### src/rtl/tick_counter_seg_if.sv
// Purpose : pin bundle between the board-side driver and tick_counter_seg.
// Ports   : ena/din/load_in/hold_in/dir_in run driver -> counter;
//           count/seg/dp/wrap run counter -> display pins.
interface tick_counter_seg_if;
  logic       ena;
  logic [3:0] din;
  logic       load_in;
  logic       hold_in;
  logic       dir_in;
  logic [3:0] count;
  logic [6:0] seg;
  logic       dp;
  logic       wrap;

  modport master (
    output ena, din, load_in, hold_in, dir_in,
    input  count, seg, dp, wrap
  );

  modport slave (
    input  ena, din, load_in, hold_in, dir_in,
    output count, seg, dp, wrap
  );
endinterface

### src/rtl/tick_counter_seg.sv
// Purpose : modulo up/down counter advanced by a prescaled enable tick, with
//           synchronised load/hold/dir controls and a registered 7-seg decode.
// Ports   : clk, rst_n (async active-low); bus.slave carries ena, din,
//           load_in, hold_in, dir_in in and count, seg, dp, wrap out.
// Latency : tick->count 1 clk, count->seg 1 clk, load_in pin->count 3 clk.
module tick_counter_seg #(
  parameter int DIV = 4,   // one tick every DIV enabled clocks, 2..256
  parameter int MOD = 10   // count runs 0..MOD-1, 2..16
) (
  input  logic              clk,
  input  logic              rst_n,
  tick_counter_seg_if.slave bus
);

  localparam int              PW      = (DIV > 1) ? $clog2(DIV) : 1;
  localparam logic [PW-1:0]   PRE_MAX = PW'(DIV - 1);
  localparam logic [3:0]      CNT_MAX = 4'(MOD - 1);

  // Two-flop synchronisers; load has a third flop for rising-edge detect.
  logic load_s1_q, load_s2_q, load_s3_q;
  logic hold_s1_q, hold_s2_q;
  logic dir_s1_q,  dir_s2_q;

  logic [PW-1:0] pre_q,   pre_d;
  logic [3:0]    count_q, count_d;
  logic          wrap_q,  wrap_d;
  logic          dp_q,    dp_d;
  logic [6:0]    seg_q;

  logic tick;
  logic load_evt;

  function automatic logic [6:0] seg_dec(input logic [3:0] v);
    logic [6:0] s;
    case (v)
      4'h0: s = 7'h3F;  4'h1: s = 7'h06;  4'h2: s = 7'h5B;  4'h3: s = 7'h4F;
      4'h4: s = 7'h66;  4'h5: s = 7'h6D;  4'h6: s = 7'h7D;  4'h7: s = 7'h07;
      4'h8: s = 7'h7F;  4'h9: s = 7'h6F;  4'hA: s = 7'h77;  4'hB: s = 7'h7C;
      4'hC: s = 7'h39;  4'hD: s = 7'h5E;  4'hE: s = 7'h79;  default: s = 7'h71;
    endcase
    return s;
  endfunction

  assign tick     = bus.ena && (pre_q == PRE_MAX);
  assign load_evt = load_s2_q && !load_s3_q;

  always_comb begin
    pre_d   = pre_q;
    count_d = count_q;
    wrap_d  = 1'b0;
    dp_d    = dp_q ^ tick;   // dp follows the raw tick, independent of load/hold

    if (bus.ena) begin
      pre_d = tick ? '0 : pre_q + 1'b1;
    end

    if (load_evt) begin
      count_d = (bus.din > CNT_MAX) ? CNT_MAX : bus.din;
    end else if (hold_s2_q) begin
      count_d = count_q;     // a tick arriving here is dropped, not queued
    end else if (tick) begin
      if (dir_s2_q) begin
        if (count_q == CNT_MAX) begin
          count_d = 4'h0;
          wrap_d  = 1'b1;
        end else begin
          count_d = count_q + 4'h1;
        end
      end else begin
        if (count_q == 4'h0) begin
          count_d = CNT_MAX;
          wrap_d  = 1'b1;
        end else begin
          count_d = count_q - 4'h1;
        end
      end
    end
  end

  always_ff @(posedge clk or negedge rst_n) begin
    if (!rst_n) begin
      load_s1_q <= 1'b0;
      load_s2_q <= 1'b0;
      load_s3_q <= 1'b0;
      hold_s1_q <= 1'b0;
      hold_s2_q <= 1'b0;
      dir_s1_q  <= 1'b0;
      dir_s2_q  <= 1'b0;
      pre_q     <= '0;
      count_q   <= 4'h0;
      wrap_q    <= 1'b0;
      dp_q      <= 1'b0;
      seg_q     <= 7'h3F;
    end else begin
      load_s1_q <= bus.load_in;
      load_s2_q <= load_s1_q;
      load_s3_q <= load_s2_q;
      hold_s1_q <= bus.hold_in;
      hold_s2_q <= hold_s1_q;
      dir_s1_q  <= bus.dir_in;
      dir_s2_q  <= dir_s1_q;
      pre_q     <= pre_d;
      count_q   <= count_d;
      wrap_q    <= wrap_d;
      dp_q      <= dp_d;
      seg_q     <= seg_dec(count_q);
    end
  end

  assign bus.count = count_q;
  assign bus.seg   = seg_q;
  assign bus.dp    = dp_q;
  assign bus.wrap  = wrap_q;

endmodule

### src/flat_wrapper.sv
// flat-port wrapper written by rule: the top's interface ports become plain ports
module tick_counter_seg_flat 
#(
  parameter int DIV = 4,                                               
  parameter int MOD = 10                                
)
  (clk, rst_n, bus_ena, bus_din, bus_load_in, bus_hold_in, bus_dir_in, bus_count, bus_seg, bus_dp, bus_wrap);
  tick_counter_seg_if bus_i ();
  input  logic clk;
  input  logic rst_n;
  input wire logic [$bits(bus_i.ena)-1:0] bus_ena;
  input wire logic [$bits(bus_i.din)-1:0] bus_din;
  input wire logic [$bits(bus_i.load_in)-1:0] bus_load_in;
  input wire logic [$bits(bus_i.hold_in)-1:0] bus_hold_in;
  input wire logic [$bits(bus_i.dir_in)-1:0] bus_dir_in;
  output wire logic [$bits(bus_i.count)-1:0] bus_count;
  output wire logic [$bits(bus_i.seg)-1:0] bus_seg;
  output wire logic [$bits(bus_i.dp)-1:0] bus_dp;
  output wire logic [$bits(bus_i.wrap)-1:0] bus_wrap;
  assign bus_i.ena = bus_ena;
  assign bus_i.din = bus_din;
  assign bus_i.load_in = bus_load_in;
  assign bus_i.hold_in = bus_hold_in;
  assign bus_i.dir_in = bus_dir_in;
  assign bus_count = bus_i.count;
  assign bus_seg = bus_i.seg;
  assign bus_dp = bus_i.dp;
  assign bus_wrap = bus_i.wrap;
  tick_counter_seg #(.DIV(DIV), .MOD(MOD)) u_core (.clk(clk), .rst_n(rst_n), .bus(bus_i));
endmodule
### config.mk
export PLATFORM = sky130hd
export DESIGN_NAME = tick_counter_seg_flat
export DESIGN_NICKNAME = d
export VERILOG_FILES = /design/src/rtl/tick_counter_seg_if.sv /design/src/rtl/tick_counter_seg.sv /design/src/flat_wrapper.sv
export SDC_FILE = /design/constraint.sdc
export NUM_CORES = 1
export LEC_CHECK = 0
export CORE_MARGIN = 5
export CORE_UTILIZATION = 30
export CTS_CLUSTER_DIAMETER = 100
export DETAILED_ROUTE_END_ITERATION = 7
export PLACE_DENSITY = 0.6
export SETUP_SLACK_MARGIN = 0.1
export SLEW_MARGIN = 0
export SYNTH_ARGS = -nofsm -noshare
export SYNTH_HDL_FRONTEND = slang
export SYNTH_SLANG_ARGS = --single-unit
### constraint.sdc
create_clock -name clk -period 4.89 [get_ports clk]
set_input_delay 0.978 -clock clk [delete_from_list [all_inputs] [get_ports clk]]
set_output_delay 0.978 -clock clk [all_outputs]
set_load 0.02 [all_outputs]
== Yosys cells after proc, flatten, opt, wreduce, memory -nomap -nowiden ==
Memories as Yosys holds them, arrays and structs flattened. A register that Yosys moved wholly into a read port is not among the register bits.
Index checks and enable logic that the tools add are counted.
Word-level totals
  memory bits (read-only): 112
  word-level logic and storage cells: 41
  memories: 1
  bits in registers: 15
Memory list
  (name not given): depth 16, bits a word 7, read ports 1, clocked after Yosys merged registers in 1, write ports 0, line tick_counter_seg.sv:35  | case (v)
Operators by class
  $add $sub $neg: 3
  $lt $le $gt $ge: 1
  reduce and logical (&&, ||, !) cells: 7
  multiplexer cells: 14
  bitwise operators: 1
  equal/unequal tests: 3
Operators with widths (count)
  $mux 4: 7
  $mux 1: 6
  $add 4x1->4 const B: 1
  $eq 4x4->1 const B: 1
  $gt 4x4->1 const B: 1
  $logic_not 4->1: 1
  $sub 4x1->4 const B: 1
  $add 2x1->2 const B: 1
  $eq 2x2->1 const B: 1
  $logic_and 1x1->1: 2
  $logic_not 1->1: 2
  $mux 2: 1
  $ne 2x2->1 const B: 1
  $reduce_and 2->1: 1
  $reduce_bool 2->1: 1
  $xor 1x1->1: 1

== Longest topological paths before layout ==
  depth in word-level cells: 6
  mapped depth: 6
  mapped depth without buffers: 6

== Least setup slack after synthesis ==
OpenSTA, ideal clock, no wires.
  path kind: register to register
  from: reg u_core.count_q[0] (netlist: u_core.bus.count[0])
  to: reg u_core.count_q[2] (netlist: u_core.bus.count[2])
  path slack: 3.108 ns
  cell stages (with the launch flop): 7
  data required time: 4.756 ns
  arrival time: 1.648 ns
  period minus slack after synthesis: 1.782 ns
  cell sequence: dfrtp_1 -> inv_1 -> ha_1 -> ha_1 -> nor3b_1 -> a211oi_1 -> o32ai_1
On the way
  longest elaborated chain between the ends: 6
  elaborated cells on any way between the ends: 10
  those cells by class: add/sub (2); eq/ne (1); mux (6); reduce/logical (1)
RTL lines
  start: declaration: line tick_counter_seg.sv:25  | logic [3:0] count_q, count_d;
  start signal: assignment: line tick_counter_seg.sv:103  | count_q <= count_d;
  $sub 4x1->4 (tied with other cells): line tick_counter_seg.sv:74  | count_d = count_q - 4'h1;
  $mux 4, on equally long branches: line tick_counter_seg.sv:70, tick_counter_seg.sv:63
  $mux 4 *: line tick_counter_seg.sv:62  | if (dir_s2_q) begin
  $mux 4 *: line tick_counter_seg.sv:61  | end else if (tick) begin
  $mux 4 *: line tick_counter_seg.sv:59  | end else if (hold_s2_q) begin
  $mux 4 *: line tick_counter_seg.sv:57  | if (load_evt) begin
Every way passes the cells marked *; elsewhere a longest branch is shown, timed or not. The select of a mux whose other input is x is not followed.
A chain may end at the register's enable or synchronous reset.

== Worst setup path after layout ==
  from: reg u_core.count_q[3] (netlist: u_core.bus.count[3])
  to: out bus_count[3]
RTL lines
  end: declaration: line flat_wrapper.sv:16  | output wire logic [$bits(bus_i.count)-1:0] bus_count;
No word-level cell between the ends.

==> run_results.csv <==
group,metric,value,unit
sta,finalSetupViolCount,0,
logic_synthesis,synth_xor_area_share,0.7439,%
cts,cts_made_buffers,3,
pwr,power.density,526.9,nW/µm²
sta,rsz0062_at_grt,"false",
die,io_pins,23,
layout,final_area,1479,µm²
cts,cts_resized,0,
min_path,hold_class,"flop to flop",
sta,layout_setup_ws,2.074,ns
sta,max_freq,355.1,MHz
logic_synthesis,yosys_register_bits,22,
logic_synthesis,synth.area.top_cells,"dfrtp_1 (34%), dfstp_2 (13%), ha_1 (11%)",
layout,areaGrowthSynthToFinish,25.61,%
worst_setup_path,arrival,1.84,ns
die,rows,22,
sta,post-route-period-util,57.59,%
global_route,overflow,0,
logic_synthesis,synth_area,1177,µm²
logic_synthesis,yosysTopAreaCellShare,34.01,%
logic_synthesis,syn_avg_cell_area,9.978,µm²
worst_setup_path,worstPathCellList,"clkdlybuf4s50_1",
global_route,grt_max_degree,27,
global_route,grt_pass1_vias,851,
layout,drive_gt1_share,10.14,%
worst_setup_path,cp_top_family,"flip-flops",
die,core_area,3744,µm²
pwr,ir_drop,0.1537,mV
worst_setup_path,start_kind,"flop",
place,post-place-ws,2.387,ns
worst_setup_path,r2r_cells,6,
logic_synthesis,synth_top_family_by_area,"compound AO/OA/AOI/OAI gates",
cts,htreeDepth,1,
cts,cts_tree,"done",
place,hpwl,1.833,mm
sta,fin_crit,2.816,ns
sta,finalSetupTns,0,ns
logic_synthesis,synth_cell_types,29,
worst_setup_path,crit_buf_inv,1,
logic_synthesis,synth_top_cells_by_count,"dfrtp_1 (16), nor2_1 (11), ha_1 (10), a21oi_1 (8), o21ai_0 (8)",
detailed_routing,ant_nets,0,
sta,holdWs,0.3537,ns
logic_synthesis,syn_inst,118,
min_path,holdPathStages,0,
flow_run,drv_cap,0,
sta,worstMarginPinSlew,0.9727,ns
layout,utilization,39.51,%
logic_synthesis,synth_edf_count,0,
outcome,status,"complete, no violations",
cts,hold_buffers,0,
logic_synthesis,yosysMostFrequentCell,"dfrtp_1",
cts,post_cts_buffers,0,
detailed_routing,drc,0,
worst_setup_path,cp-startpoint,"u_core.bus.count[3]$_DFFE_PN0P_",
min_path,holdCritStartpoint,"u_core.load_s1_q$_DFF_PN0_",
layout,diodes,0,
cts,cts.sink_count,22,
cts,root_buffer,"clkbuf_8",
die,fp.dieW,72.65,µm
place,port_buffers,22,
sta,max_slew_margin,34.95,%
detailed_routing,totalWireLength,2.506,mm
detailed_routing,drt_iter0_markers,27,
sta,hold_viol,0,
worst_setup_path,crit_path_max_fanout,26,
cts,clk_latency,0.26,ns
global_route,antenna_found_initial,0,
pwr,leakagePower,0.0006164,µW
sta,drv_slew,0,
logic_synthesis,synth_simple_gate_area_share,15.52,%
logic_synthesis,synth_nets,138,
worst_setup_path,cpMaxStageDelayCell,"dfrtp_1",
sta,fin_skew,0.005595,ns
global_route,grt_usage,10.01,%
logic_synthesis,synthAdderAreaFrac,10.63,%
worst_setup_path,crit_type,"flop to output pin",
worst_setup_path,r2r_slack,2.99,ns
logic_synthesis,synth_top_area_cell,"dfrtp_1",
logic_synthesis,synth_compound_area_share,16.15,%
worst_setup_path,max_stage_delay,0.83,ns
worst_setup_path,r2r_end,"u_core.bus.count[2]$_DFFE_PN0P_",
min_path,min_to,"u_core.load_s2_q$_DFF_PN0_",
cts,clock_path_buffers,2,
logic_synthesis,yosysWarningCount,0,
layout,final_nets,159,
worst_setup_path,worstPathRequired,3.91,ns
detailed_routing,wire_per_inst,13.47,µm
logic_synthesis,synth_seq_area_share,47.40,%
die,start_util,31.45,%
worst_setup_path,endpoint_kind,"output pin",
worst_setup_path,r2r_start,"u_core.bus.count[0]$_DFFE_PN0P_",
place,dpl_cell_area,1424,µm²
cts,cts.clk_slew.worst_paths,0.08,ns
detailed_routing,drt-pass1-iter-count,4,
global_route,grt_pass1_wl,4.077,mm
detailed_routing,via_count,885,
logic_synthesis,synth_ff_type,"dfrtp_1",
place,globalplace.congestion,0.7641,
detailed_routing,avgViaCountPerCell,4.758,
logic_synthesis,synthMuxAreaShare,4.463,%
die,die_y,72.65,µm
logic_synthesis,synthArstFlopShare,100.0,%
die,die_area,5277,µm²
## layout by cell type, fill, tap and decap left out, drive strengths merged, types with 2 or more instances in the layout
cell / n
dfstp: 6
nor3: 5
ha: 10
o21ai: 8
nor3b: 4
a31oi: 6
nand2b: 3
inv: 7
nor2b: 3
a21oi: 8
nor2: 11
dfrtp: 16
clkdlybuf4s50: 22
nand2: 7
mux2: 2
mux2i: 3
a211oi: 3
clkbuf: 4
## registers in the layout, indices dropped and copies added (netlist names)
signal,count
u_core.bus.seg,7
u_core.pre_q,2
u_core.bus.wrap,1
u_core.load_s3_q,1
u_core.load_s1_q,1
u_core.hold_s1_q,1
u_core.load_s2_q,1
u_core.bus.count,4
u_core.dir_s1_q,1
u_core.bus.dp,1
u_core.hold_s2_q,1
u_core.dir_s2_q,1
## metrics by stage
step                      cells  total power (µW)
final                       186             779.3
after floorplan             118             524.3
after detailed placement    182             657.0
after CTS                   186             788.6
after global routing        186             835.8
after global placement      182             644.1
## kinds of logic (layout without fill, tap and decap cells)
family / Yosys count / in the layout
compound gates: 31 / 31
xor+xnor: 1 / 1
fa+ha+maj: 10 / 10
buf+inv: 13 / 33
flops: 22 / 22
mux: 5 / 5
simple gates: 36 / 36
## per-layer routing
| metal | global-route usage [%] | wire length [µm] |
|---|---|---|
| met2 | 16.03 | 1225 |
| met1 | 12.51 | 1123 |
| met4 | 4.098 | 38 |
| met5 | 0 | 0 |
| met3 | 3.030 | 119 |
## layout make-up
type	instances	area [µm²]
Tap cell	48	60.06
Multi-Input combinational cell	83	559.3
Inverter	7	26.28
Clock buffer	4	55.05
Timing Repair Buffer	22	220.2
Sequential cell	22	558.0
Fill cell	390	2265
## power breakdown
group	switching [µW]	internal [µW]	leakage, µW
clock network	58.0	71.8	0.0000288
registers	62.1	247	0.000255
logic	173	167	0.000332
## worst register-to-register path: cells and delay by family, from the launching register on
family                   cells  cell delay (ns)
AND/OR/NAND/NOR              2             0.38
flip-flops                   1             0.53
adder cells (fa/ha/maj)      1             0.32
buffers and inverters        1             0.20
AO/OA/AOI/OAI                2             0.36
## worst max path at each step
| stage | endpoint | slack [ns] | cells past startpoint |
|---|---|---|---|
| floorplan | u_core.bus.count[2]$_DFFE_PN0P_ | 3.11 | 6 |
| global placement | bus_count[3] | 2.44 | 1 |
| detailed placement | bus_count[3] | 2.39 | 1 |
| CTS | bus_count[3] | 2.10 | 1 |
| global route | bus_count[3] | 2.00 | 1 |
| finish | bus_count[3] | 2.07 | 1 |
Power figures use the tool's default switching activity.
==> edit 1 (same flow settings) <==
`MOD` is set to 10 in 2 places; all go to 7.
--- a/src/rtl/tick_counter_seg.sv
+++ b/src/rtl/tick_counter_seg.sv
@@ -5,7 +5,7 @@
 // Latency : tick->count 1 clk, count->seg 1 clk, load_in pin->count 3 clk.
 module tick_counter_seg #(
   parameter int DIV = 4,   // one tick every DIV enabled clocks, 2..256
-  parameter int MOD = 10   // count runs 0..MOD-1, 2..16
+  parameter int MOD = 7   // count runs 0..MOD-1, 2..16
 ) (
   input  logic              clk,
   input  logic              rst_n,
--- a/src/flat_wrapper.sv
+++ b/src/flat_wrapper.sv
@@ -2,7 +2,7 @@
 module tick_counter_seg_flat 
 #(
   parameter int DIV = 4,                                               
-  parameter int MOD = 10                                
+  parameter int MOD = 7                                
 )
   (clk, rst_n, bus_ena, bus_din, bus_load_in, bus_hold_in, bus_dir_in, bus_count, bus_seg, bus_dp, bus_wrap);
   tick_counter_seg_if bus_i ();
Behaviour: not the same (Yosys sat finds a counterexample within 4 cycles, from zero or initial values and one cycle with rst_n low).
==> edit 1 against the original RTL <==
  * Total power shrank 1.1%
  * Area after synthesis shrank 1.8%
  * Combinational power shrank 10%
  * Setup slack gained 68 ps
  * Critical path depth is the same
  * Core utilization grew 0.35 points
  * Sequential cell count is the same
  * Global-route usage shrank 0.60 points
  * Sequential share of layout area grew 0.22 points
  * Cell area shrank 0.59%
  * Non-clock buffer count is the same
  * Routed wire length shrank 8.7%
  * Critical endpoint is now bus_count[2]
  * Highest routed layer unchanged
==> edit 1: results (changes against the original RTL) <==
Parameter                              Value

Finish
  Area occupied by multi-input gates ... 531 sq um (was 559 sq um)
  Count of multi-input combinational gates ... 74 (was 83)
  Number of fill cells ... 373 (was 390)
  Layout buffering overhead excluding clock cells ... 15.0% (was 14.9%)
  Final instance area ... 1470 sq um (was 1480 sq um)
  Number of ordinary inverters in the final layout ... 8 (was 7)
  Filler-free cell count of the finished design ... 178 (was 186)
  Final layout net count ... 151 (was 159)
  Fraction of final layout cells with drive strength greater than 1 ... 13.8% (was 10.1%)

Synth
  Mean post-synth cell area ... 10.5 sq um (was 9.98 sq um)
  Post-synth top cells ... dfrtp_1 (16), ha_1 (10), inv_1 (8), nor2_1 (8) (was dfrtp_1 (16), nor2_1 (11), ha_1 (10))
  Multiplexer fraction of the synthesized cell area ... 5.74% (was 4.46%)
  Area fraction in compound gates after synthesis ... 11.7% (was 16.2%)
  Number of unique standard cell types used by synthesis ... 35 (was 29)
  Sequential share of the synthesized area ... 48.3% (was 47.4%)
  Synthesized-area fraction occupied by adder cells ... 10.8% (was 10.6%)
  Largest cells by area after synthesis ... dfrtp_1 (35%), dfstp_2 (14%), ha_1 (11%) (was dfrtp_1 (34%), dfstp_2 (13%), ha_1 (11%))

Power and ir drop
  Static power due to leakage ... 0.633 nW (was 0.616 nW)
  Total power consumption of the routed design ... 771 uW (was 779 uW)
  Comb power frac ... 39.7% (was 43.6%)
  Pint ... 509 uW (was 486 uW)
  Peak supply drop ... 0.285 mV (was 0.154 mV)

Hold path
  Destination of the worst hold path ... u_core.dir_s2_q (was u_core.load_s2_q)
  Worst hold start ... u_core.dir_s1_q (was u_core.load_s1_q)

Setup path
  Slowest stage delay, CP ... 770 ps (was 830 ps)
  Register-to-Register Setup Slack ... 2960 ps (was 2990 ps)
  Highest net fanout along the worst path ... 22 (was 26)

Timing
  Layout Skew ... 2.63 ps (was 5.59 ps)
  Min Hold Slack ... 356 ps (was 354 ps)
  Slew at the pin closest to its max-slew limit ... 942 ps (was 973 ps)

Global route
  Pin count of the biggest net entering global routing ... 23 (was 27)
  Total track usage ... 9.41% (was 10.0%)
  Vias in the first global route ... 799 (was 851)

Detailed routing
  1st-iter DRT viols ... 37 (was 27)
  Vias after detailed routing ... 846 (was 885)

Status
  Run status ... completed (unchanged)

Placed design
  Post-detail-place hpwl ... 1.69 mm (was 1.83 mm)
  Count of placed standard cells including taps ... 174 (was 182)
  Cell Area, Placed ... 1400 sq um (was 1420 sq um)
  Pre-CTS setup slack ... 2440 ps (was 2390 ps)
  Weighted congestion at the end of routability-driven global placement ... 0.846 (was 0.764)
-- edit 1: cell types whose count changed in the layout (fill, tap and decap cells not counted), moves of 2 or more --
cell	delta
mux2i_1	-2
o21ai_0	-4
o311ai_1	+2
nand3_1	+4
nor3b_1	-4
nor2_1	-3
a21oi_1	-4
a211oi_1	-3
-- edit 1: worst max path at each step --
| stage | from | end | slack [ps] |
|---|---|---|---|
| floorplan | bus_ena | u_core.bus.count[0] | 3110 |
| global placement | u_core.bus.count[2] | bus_count[2] | 2470 |
| detailed placement | u_core.bus.count[2] | bus_count[2] | 2440 |
| CTS | u_core.bus.count[2] | bus_count[2] | 2140 |
| global route | u_core.bus.count[2] | bus_count[2] | 2060 |
| finish | u_core.bus.count[2] | bus_count[2] | 2140 |
-- edit 1: routing by layer --
metal	part of all wire (%)	GRT usage [%]	vias to the layer above
met5	0	0	-
met4	1.2	2.51	0
met3	7.0	4.02	5
met2	47	14.7	19
met1	45	11.9	407
li1	-	-	415
==> edit 2 (config.mk and constraints unchanged) <==
Made on the original files. One comparison of `count_q` changes from == to >=.
--- a/src/rtl/tick_counter_seg.sv
+++ b/src/rtl/tick_counter_seg.sv
@@ -60,7 +60,7 @@
       count_d = count_q;     // a tick arriving here is dropped, not queued
     end else if (tick) begin
       if (dir_s2_q) begin
-        if (count_q == CNT_MAX) begin
+        if (count_q >= CNT_MAX) begin
           count_d = 4'h0;
           wrap_d  = 1'b1;
         end else begin
Formal check against the unedited RTL: same outputs for any inputs over 10 cycles, from zero or initial values and one cycle with rst_n low; that may be too few to reach the edited logic, so the function may still have changed.
==> edit 2 against the original RTL <==
  * Area after synthesis down 0.53%
  * Routed wire length decreased by 3.9%
  * Setup slack improved by 110 ps
  * Cell area increased by 0.68%
  * Clock skew is essentially flat
  * Sequential cell count unchanged
  * Global-route usage grew 0.14 points
  * Sequential share of layout area decreased by 0.25 points
  * First-iteration DRC count is 33% higher
  * Non-clock buffer count unchanged
  * Die area decreased by 0.45%
  * Core utilization grew 0.56 points
  * Critical path depth is the same
  * Total power grew 4.0%
  * Critical path type unchanged
  * Highest routed layer unchanged
==> edit 2: results (changes against the original RTL) <==
Parameter                              Value

Placed design
  Pre-CTS setup slack ... 2330 ps (was 2390 ps)
  Cell Area, Placed ... 1420 sq um (about the same)
  Post-detail-place hpwl ... 1.79 mm (was 1.83 mm)
  Weighted congestion at the end of routability-driven global placement ... 0.910 (was 0.764)
  Count of placed standard cells including taps ... 176 (was 182)

Detailed routing
  Via/cell ratio ... 4.97 (was 4.76)
  Sum of routed wire length over all layers ... 2.41 mm (was 2.51 mm)
  1st-iter DRT viols ... 36 (was 27)
  Vias after detailed routing ... 895 (was 885)

Finish
  Final layout net count ... 153 (was 159)
  Fraction of final layout cells with drive strength greater than 1 ... 12.1% (was 10.1%)
  Number of fill cells ... 383 (was 390)

Synth
  Post-synth top cells ... dfrtp_1 (16), ha_1 (10), nor2_1 (10) (was dfrtp_1 (16), nor2_1 (11), ha_1 (10))
  Mean post-synth cell area ... 10.5 sq um (was 9.98 sq um)
  Number of unique standard cell types used by synthesis ... 40 (was 29)
  Net count after synthesis ... 132 (was 138)
  Synthesized-area fraction occupied by adder cells ... 10.7% (was 10.6%)
  Xor and xnor fraction of the mapped netlist area ... 1.50% (was 0.744%)
  Sequential share of the synthesized area ... 47.6% (was 47.4%)
  Multiplexer fraction of the synthesized cell area ... 3.74% (was 4.46%)
  Largest cells by area after synthesis ... dfrtp_1 (34%), dfstp_2 (13%), ha_1 (11%) (unchanged)
  Area fraction in compound gates after synthesis ... 16.1% (was 16.2%)

Timing
  Slew at the pin closest to its max-slew limit ... 956 ps (was 973 ps)
  Setup ws final ... 2180 ps (was 2070 ps)
  Layout Skew ... 5.10 ps (was 5.59 ps)

Power and ir drop
  Peak supply drop ... 0.266 mV (was 0.154 mV)
  Static power due to leakage ... 0.631 nW (was 0.616 nW)

Global route
  Wire length of the first global-routing pass ... 4.26 mm (was 4.08 mm)
  Total track usage ... 10.2% (was 10.0%)
  Pin count of the biggest net entering global routing ... 23 (was 27)

Hold path
  Worst hold start ... u_core.hold_s1_q (was u_core.load_s1_q)
  Destination of the worst hold path ... u_core.hold_s2_q (was u_core.load_s2_q)

Status
  Run status ... completed (unchanged)

Clock tree
  Cts repair resizes ... 0 (unchanged)

Setup path
  Data arrival time of the critical path ... 1730 ps (was 1840 ps)
  Highest net fanout along the worst path ... 21 (was 26)
  Slowest stage delay, CP ... 740 ps (was 830 ps)
  Register-to-Register Setup Slack ... 2830 ps (was 2990 ps)
[edit 2: changes by cell type in the layout (fill, tap and decap cells not counted), sizes merged, moves of 2 or more]
cell,before,now
a211oi,3,5
a21oi,8,6
a31oi,6,1
inv,7,9
mux2i,3,1
nand2,7,5
nand2b,3,1
nor3b,4,2
nor4,0,2
o21ai,8,6
[edit 2: report_power, final]
| part | internal [mW] | total, mW | switching (mW) |
|---|---|---|---|
| clock network | 0.109 | 0.169 | 0.0598 |
| logic | 0.165 | 0.332 | 0.167 |
| registers | 0.247 | 0.309 | 0.0627 |
| total | 0.521 | 0.810 | 0.289 |
[edit 2: cell type report]
cell class | count | area (sq um) | share of cell area, %
flip-flops and latches | 22 | 558 | 37.5
multi-input cells | 75 | 546 | 36.6
repair buffers | 22 | 220 | 14.8
well taps | 48 | 60.1 | 4.03
clock buffers | 3 | 41.3 | 2.77
inverters | 9 | 33.8 | 2.27
clock inverters | 1 | 30.0 | 2.02
[edit 2: worst max path at each step]
| stage | to | slack [ps] | from | cells past startpoint |
|---|---|---|---|---|
| 3_3_place_gp | u_core.bus.count[3] | 2370 | bus_ena | 5 |
| 5_1_grt | bus_count[2] | 2100 | u_core.bus.count[2] | 1 |
| 6_report | bus_count[2] | 2180 | u_core.bus.count[2] | 1 |
| 3_5_place_dp | u_core.bus.count[3] | 2330 | bus_ena | 5 |
| 2_1_floorplan | u_core.bus.count[3] | 2970 | bus_ena | 5 |
| 4_1_cts | bus_count[2] | 2160 | u_core.bus.count[2] | 1 |
[edit 2: layer usage]
layer	track usage, %	wire length, um	vias to the layer above
li1	-	-	430
met1	11.7	1020	431
met2	17.7	1160	32
met3	3.88	207	2
met4	2.46	13	0
met5	0	0	-
